$ cat config.mk
export PLATFORM = sky130hd
export DESIGN_NAME = regfile_wr_sched
export DESIGN_NICKNAME = d
export VERILOG_FILES = /design/src/rtl/regfile_wr_sched.sv
export SDC_FILE = /design/constraint.sdc
export NUM_CORES = 1
export LEC_CHECK = 0
export CAP_MARGIN = 20
export CORE_UTILIZATION = 40
export CTS_CLUSTER_DIAMETER = 40
export DETAILED_ROUTE_END_ITERATION = 10
export PLACE_DENSITY = 0.83
export SLEW_MARGIN = 20
export SYNTH_ARGS = -nofsm -noshare
export SYNTH_HDL_FRONTEND = slang
export SYNTH_SLANG_ARGS = --single-unit
$ cat constraint.sdc
create_clock -name Clk -period 2.73 [get_ports Clk]
set_clock_uncertainty 0.1 [all_clocks]
set_input_delay 0.546 -clock Clk [delete_from_list [all_inputs] [get_ports Clk]]
set_output_delay 0.546 -clock Clk [all_outputs]
set_load 0.01 [all_outputs]
$ cat src/rtl/regfile_wr_sched.sv
// rtl/regfile_wr_sched.sv - round-robin write-port scheduler with clear-all sequencer for the 8x16 register file
module regfile_wr_sched #(
  parameter int NREQ   = 3,
  parameter int DATA_W = 16,
  parameter int ADDR_W = 3
) (
  input  logic                     Clk,
  input  logic                     Reset,
  input  logic [NREQ-1:0]          Req_Valid,
  input  logic [NREQ*ADDR_W-1:0]   Req_DR,
  input  logic [NREQ*DATA_W-1:0]   Req_Data,
  output logic [NREQ-1:0]          Req_Ready,
  input  logic                     Clear_Start,
  output logic                     Clear_Busy,
  output logic                     Clear_Done,
  output logic                     RF_Load,
  output logic [ADDR_W-1:0]        RF_DR,
  output logic [DATA_W-1:0]        RF_Data,
  output logic [1:0]               Grant_Id
);

  typedef enum logic {IDLE, CLEAR} state_t;

  state_t     state;
  logic [1:0] last;
  logic [2:0] cnt;
  logic       sel_found;
  logic [1:0] sel_idx;
  int         idx;

  // Search starts one past the last winner so every requester gets a turn.
  always_comb begin
    sel_found = 1'b0;
    sel_idx   = '0;
    idx       = 0;
    if (state == IDLE && !Clear_Start) begin
      for (int k = 1; k <= NREQ; k++) begin
        idx = int'(last) + k;
        if (idx >= NREQ) idx = idx - NREQ;
        if (!sel_found && Req_Valid[idx]) begin
          sel_found = 1'b1;
          sel_idx   = 2'(idx);
        end
      end
    end
    Req_Ready = sel_found ? (NREQ'(1) << sel_idx) : '0;
  end

  always_ff @(posedge Clk) begin
    if (Reset) begin
      state      <= IDLE;
      Clear_Busy <= 1'b0;
      Clear_Done <= 1'b0;
      RF_Load    <= 1'b0;
      RF_DR      <= '0;
      RF_Data    <= '0;
      Grant_Id   <= '0;
      last       <= 2'(NREQ - 1);
      cnt        <= '0;
    end else begin
      Clear_Done <= 1'b0;
      case (state)
        IDLE: begin
          if (Clear_Start) begin
            state      <= CLEAR;
            Clear_Busy <= 1'b1;
            RF_Load    <= 1'b1;
            RF_DR      <= '0;
            RF_Data    <= '0;
            cnt        <= 3'd1;
          end else if (sel_found) begin
            RF_Load  <= 1'b1;
            RF_DR    <= Req_DR[int'(sel_idx)*ADDR_W +: ADDR_W];
            RF_Data  <= Req_Data[int'(sel_idx)*DATA_W +: DATA_W];
            Grant_Id <= sel_idx;
            last     <= sel_idx;
          end else begin
            RF_Load <= 1'b0;
          end
        end
        CLEAR: begin
          // Counter wrapping to zero means R7 was already on the port.
          if (cnt != 3'd0) begin
            RF_Load <= 1'b1;
            RF_DR   <= ADDR_W'(cnt);
            RF_Data <= '0;
            cnt     <= cnt + 3'd1;
          end else begin
            state      <= IDLE;
            Clear_Busy <= 1'b0;
            RF_Load    <= 1'b0;
            Clear_Done <= 1'b1;
          end
        end
        default: state <= IDLE;
      endcase
    end
  end

endmodule

==> flow_summary.json <==
{
  "p_leak_uw": 0.00108,
  "dieArea_mm2": 0.00457,
  "switching_power_uw": 438,
  "pwr-share-comb_pct": 40.0,
  "ys_ff_latch": 29,
  "p_int_uw": 949,
  "grt_max_degree": 34,
  "rsz0062_at_grt": "no",
  "slew_violations": 0,
  "avgViaCountPerCell": 5.58,
  "hpwlAfterDp_um": 3960,
  "syn2layout_area_growth_pct": 68.9,
  "final-instance-count-excl-fill": 342,
  "antennaDiodeCount": 0,
  "dieWidth_um": 67.6,
  "hold_buffers": 0,
  "synthesis.area_mm2": 0.00172,
  "synth_ff_type": "dfxtp_1",
  "htree_num_levels": 2,
  "synth_top_family_by_area": "compound AO/OA/AOI/OAI gates",
  "track_usage_pct": 25.0,
  "n_fill_cell": 333,
  "pin_count": 90,
  "outcome": "finished clean",
  "clockPowerShare_pct": 24.8,
  "crit_type": "reg2out",
  "yosys.area.top_type": "dfxtp_1",
  "coreArea_mm2": 0.00406,
  "peakVddDrop_v": 0.000337,
  "place_congestion": 0.867,
  "yosys-top-cells-area": "dfxtp_1, nand4b_1, a22oi_1",
  "p_per_area_mw_per_mm2": 477,
  "synth_warnings": 0,
  "layout_commonest_cell": "clkdlybuf4s50_1",
  "seqPwrFrac_pct": 35.3,
  "drtIter0Drc": 181,
  "path_max_fanout": 6,
  "synth_seq_area_share_pct": 33.7,
  "cp.arrival_ns": 2.01,
  "end_kind": "primary output",
  "clk_pin_slew_worst_paths_ns": 0.06,
  "hold_viol_final": 0,
  "drtPass1Iterations": 4,
  "antenna_found_initial": 0,
  "synth-edff-count": 0,
  "synth.mux.area_fraction_pct": 1.16,
  "rows": 23,
  "clk_latency_ns": 0.28,
  "clock_sinks": 29,
  "grt-ovfl-total": 0,
  "wl_per_cell_um": 16.2,
  "grt_pass1_vias": 1850,
  "hold_class": "reg2reg",
  "synth_cell_type_count": 49,
  "cts_tree": "yes",
  "dp.cells": 332,
  "synthCells": 188,
  "num_vias": 1910,
  "tightest_slew_ns": 0.684,
  "synth_top_area_share_pct": 33.7,
  "cp.required_ns": 2.08,
  "power.total_uw": 1390,
  "p_sw_share_pct": 31.6,
  "layout_common_cells": "clkdlybuf4s50_1, dfxtp_1, buf_4, o21ai_0",
  "synth_xor_area_share_pct": 0,
  "min_period_over_period_pct": 97.2,
  "cts_buffers": 5,
  "synth-compound-area-share_pct": 36.1,
  "ys_async_sr_fraction_pct": 0,
  "port_buffers": 89,
  "maxCapViolCount": 0,
  "syn_area_per_cell_um2": 9.15,
  "layout-drive-gt1-share_pct": 19.9,
  "setup_violations": 0,
  "syn_nets": 256,
  "setup_tns_ns": 0,
  "synthAdderAreaFrac_pct": 3.64,
  "fmax_mhz": 377,
  "initial_core_util_pct": 42.4,
  "worstSetupStartpointType": "flop",
  "relSlewSlack_pct": 54.3,
  "cts.path.max_buffers": 2,
  "grt_pass1_wl_um": 8430,
  "nNetsFinal": 359,
  "place_ws_ns": -0.460,
  "wl_um": 5540,
  "worst_slack_ns": 0.0754,
  "drc": 0,
  "fin_crit_ns": 2.65,
  "yosys.area_share.simple_pct": 17.5,
  "postRouteAntennaNets": 0,
  "root_buffer": "clkbuf_8",
  "die_h_um": 67.6
}
[path summary, 6_finish.rpt]
kind                    start            to  slack (ns)  depth (start not counted)
setup / recovery  Grant_Id[0]  Req_Ready[1]        0.08                          7
hold / removal     RF_Data[8]    RF_Data[8]        0.37                          1
hold reg to reg    RF_Data[8]    RF_Data[8]        0.37                          1
setup reg to reg      last[1]    RF_Data[6]        0.24                          9
[worst max-delay path, stage by stage (launching register included)]
cell	delay [ns]
dfxtp_2	0.33
buf_4	0.14
ha_4	0.17
a22oi_2	0.22
nand4_1	0.13
a311oi_2	0.34
buf_4	0.18
clkdlybuf4s15_2	0.21
[metrics by stage]
step           hold slack, ns  utilization, %  cell area, um^2
6_report                0.365            71.6             2910
5_1_grt                 0.379            71.6             2910
4_1_cts                 0.365            71.0             2880
3_5_place_dp            0.347            67.8             2750
3_3_place_gp            0.344            67.8             2750
2_1_floorplan           0.366               -             1720
[cells by family (layout without fill, tap and decap cells)]
kind of cell / after synthesis / in the layout
AO/OA/AOI/OAI: 77 / 77
adder cells (fa/ha/maj): 5 / 5
buffers and inverters: 27 / 131
flip-flops: 29 / 29
multiplexers: 2 / 2
AND/OR/NAND/NOR: 48 / 48
[metal layers]
metal  up-vias  GRT usage [%]  routed length, um
met5         -              0                  0
met4         0           10.1                129
met3        12           8.95                420
met2        76           41.0               2690
met1       889           29.3               2300
li1        933              -                  -
[area by class of cell]
cell class | count | area [um^2] | share of cell area, %
Multi-Input combinational cell | 132 | 1070 | 36.9
Timing Repair Buffer | 114 | 1070 | 36.9
Tap cell | 50 | 62.6 | 2.15
Sequential cell | 29 | 583 | 20.1
Clock buffer | 8 | 80.1 | 2.76
Inverter | 9 | 33.8 | 1.16
[registers in the layout, summed over array words and instances, names as in the netlist]
name	count
state	1
last	1
RF_DR	3
Grant_Id	2
Clear_Busy	1
RF_Data	16
RF_Load	1
Clear_Done	1
cnt	3
[power by group through the flow]
stage / sequential [uW] / clock (uW) / combinational [uW]
5_1_grt: 494 / 370 / 596
3_5_place_dp: 496 / 0 / 526
6_report: 489 / 343 / 554
4_1_cts: 487 / 350 / 545
3_3_place_gp: 494 / 0 / 516
2_1_floorplan: 512 / 0 / 242
[Yosys cell counts (2+ instances only)]
cell type / count
mux2i_1: 2
buf_2: 4
or2_1: 2
clkbuf_1: 8
and2_1: 2
a222oi_1: 6
o21ai_0: 13
nor2b_1: 4
dfxtp_1: 29
inv_1: 9
a311oi_2: 2
nor3_1: 2
ha_1: 5
nand3_1: 5
nand4_1: 2
or2b_1: 3
a32oi_1: 2
a221oi_1: 2
nand2_1: 3
a22oi_1: 10
o211ai_1: 10
a21oi_1: 8
nor2_1: 8
a21o_2: 2
a22oi_2: 2
nand4b_1: 10
o2bb2ai_1: 6
buf_6: 2
nand2b_1: 3
buf_4: 3
[timing repair]
action / 4_1_cts / 5_1_grt
gates cloned: 0 / 0
pin swaps: 3 / 4
resized for setup: 15 / 10
buffers inserted: 2 / 0
setup endpoints to repair: 9 / 3
Power figures use the tool's default switching activity.
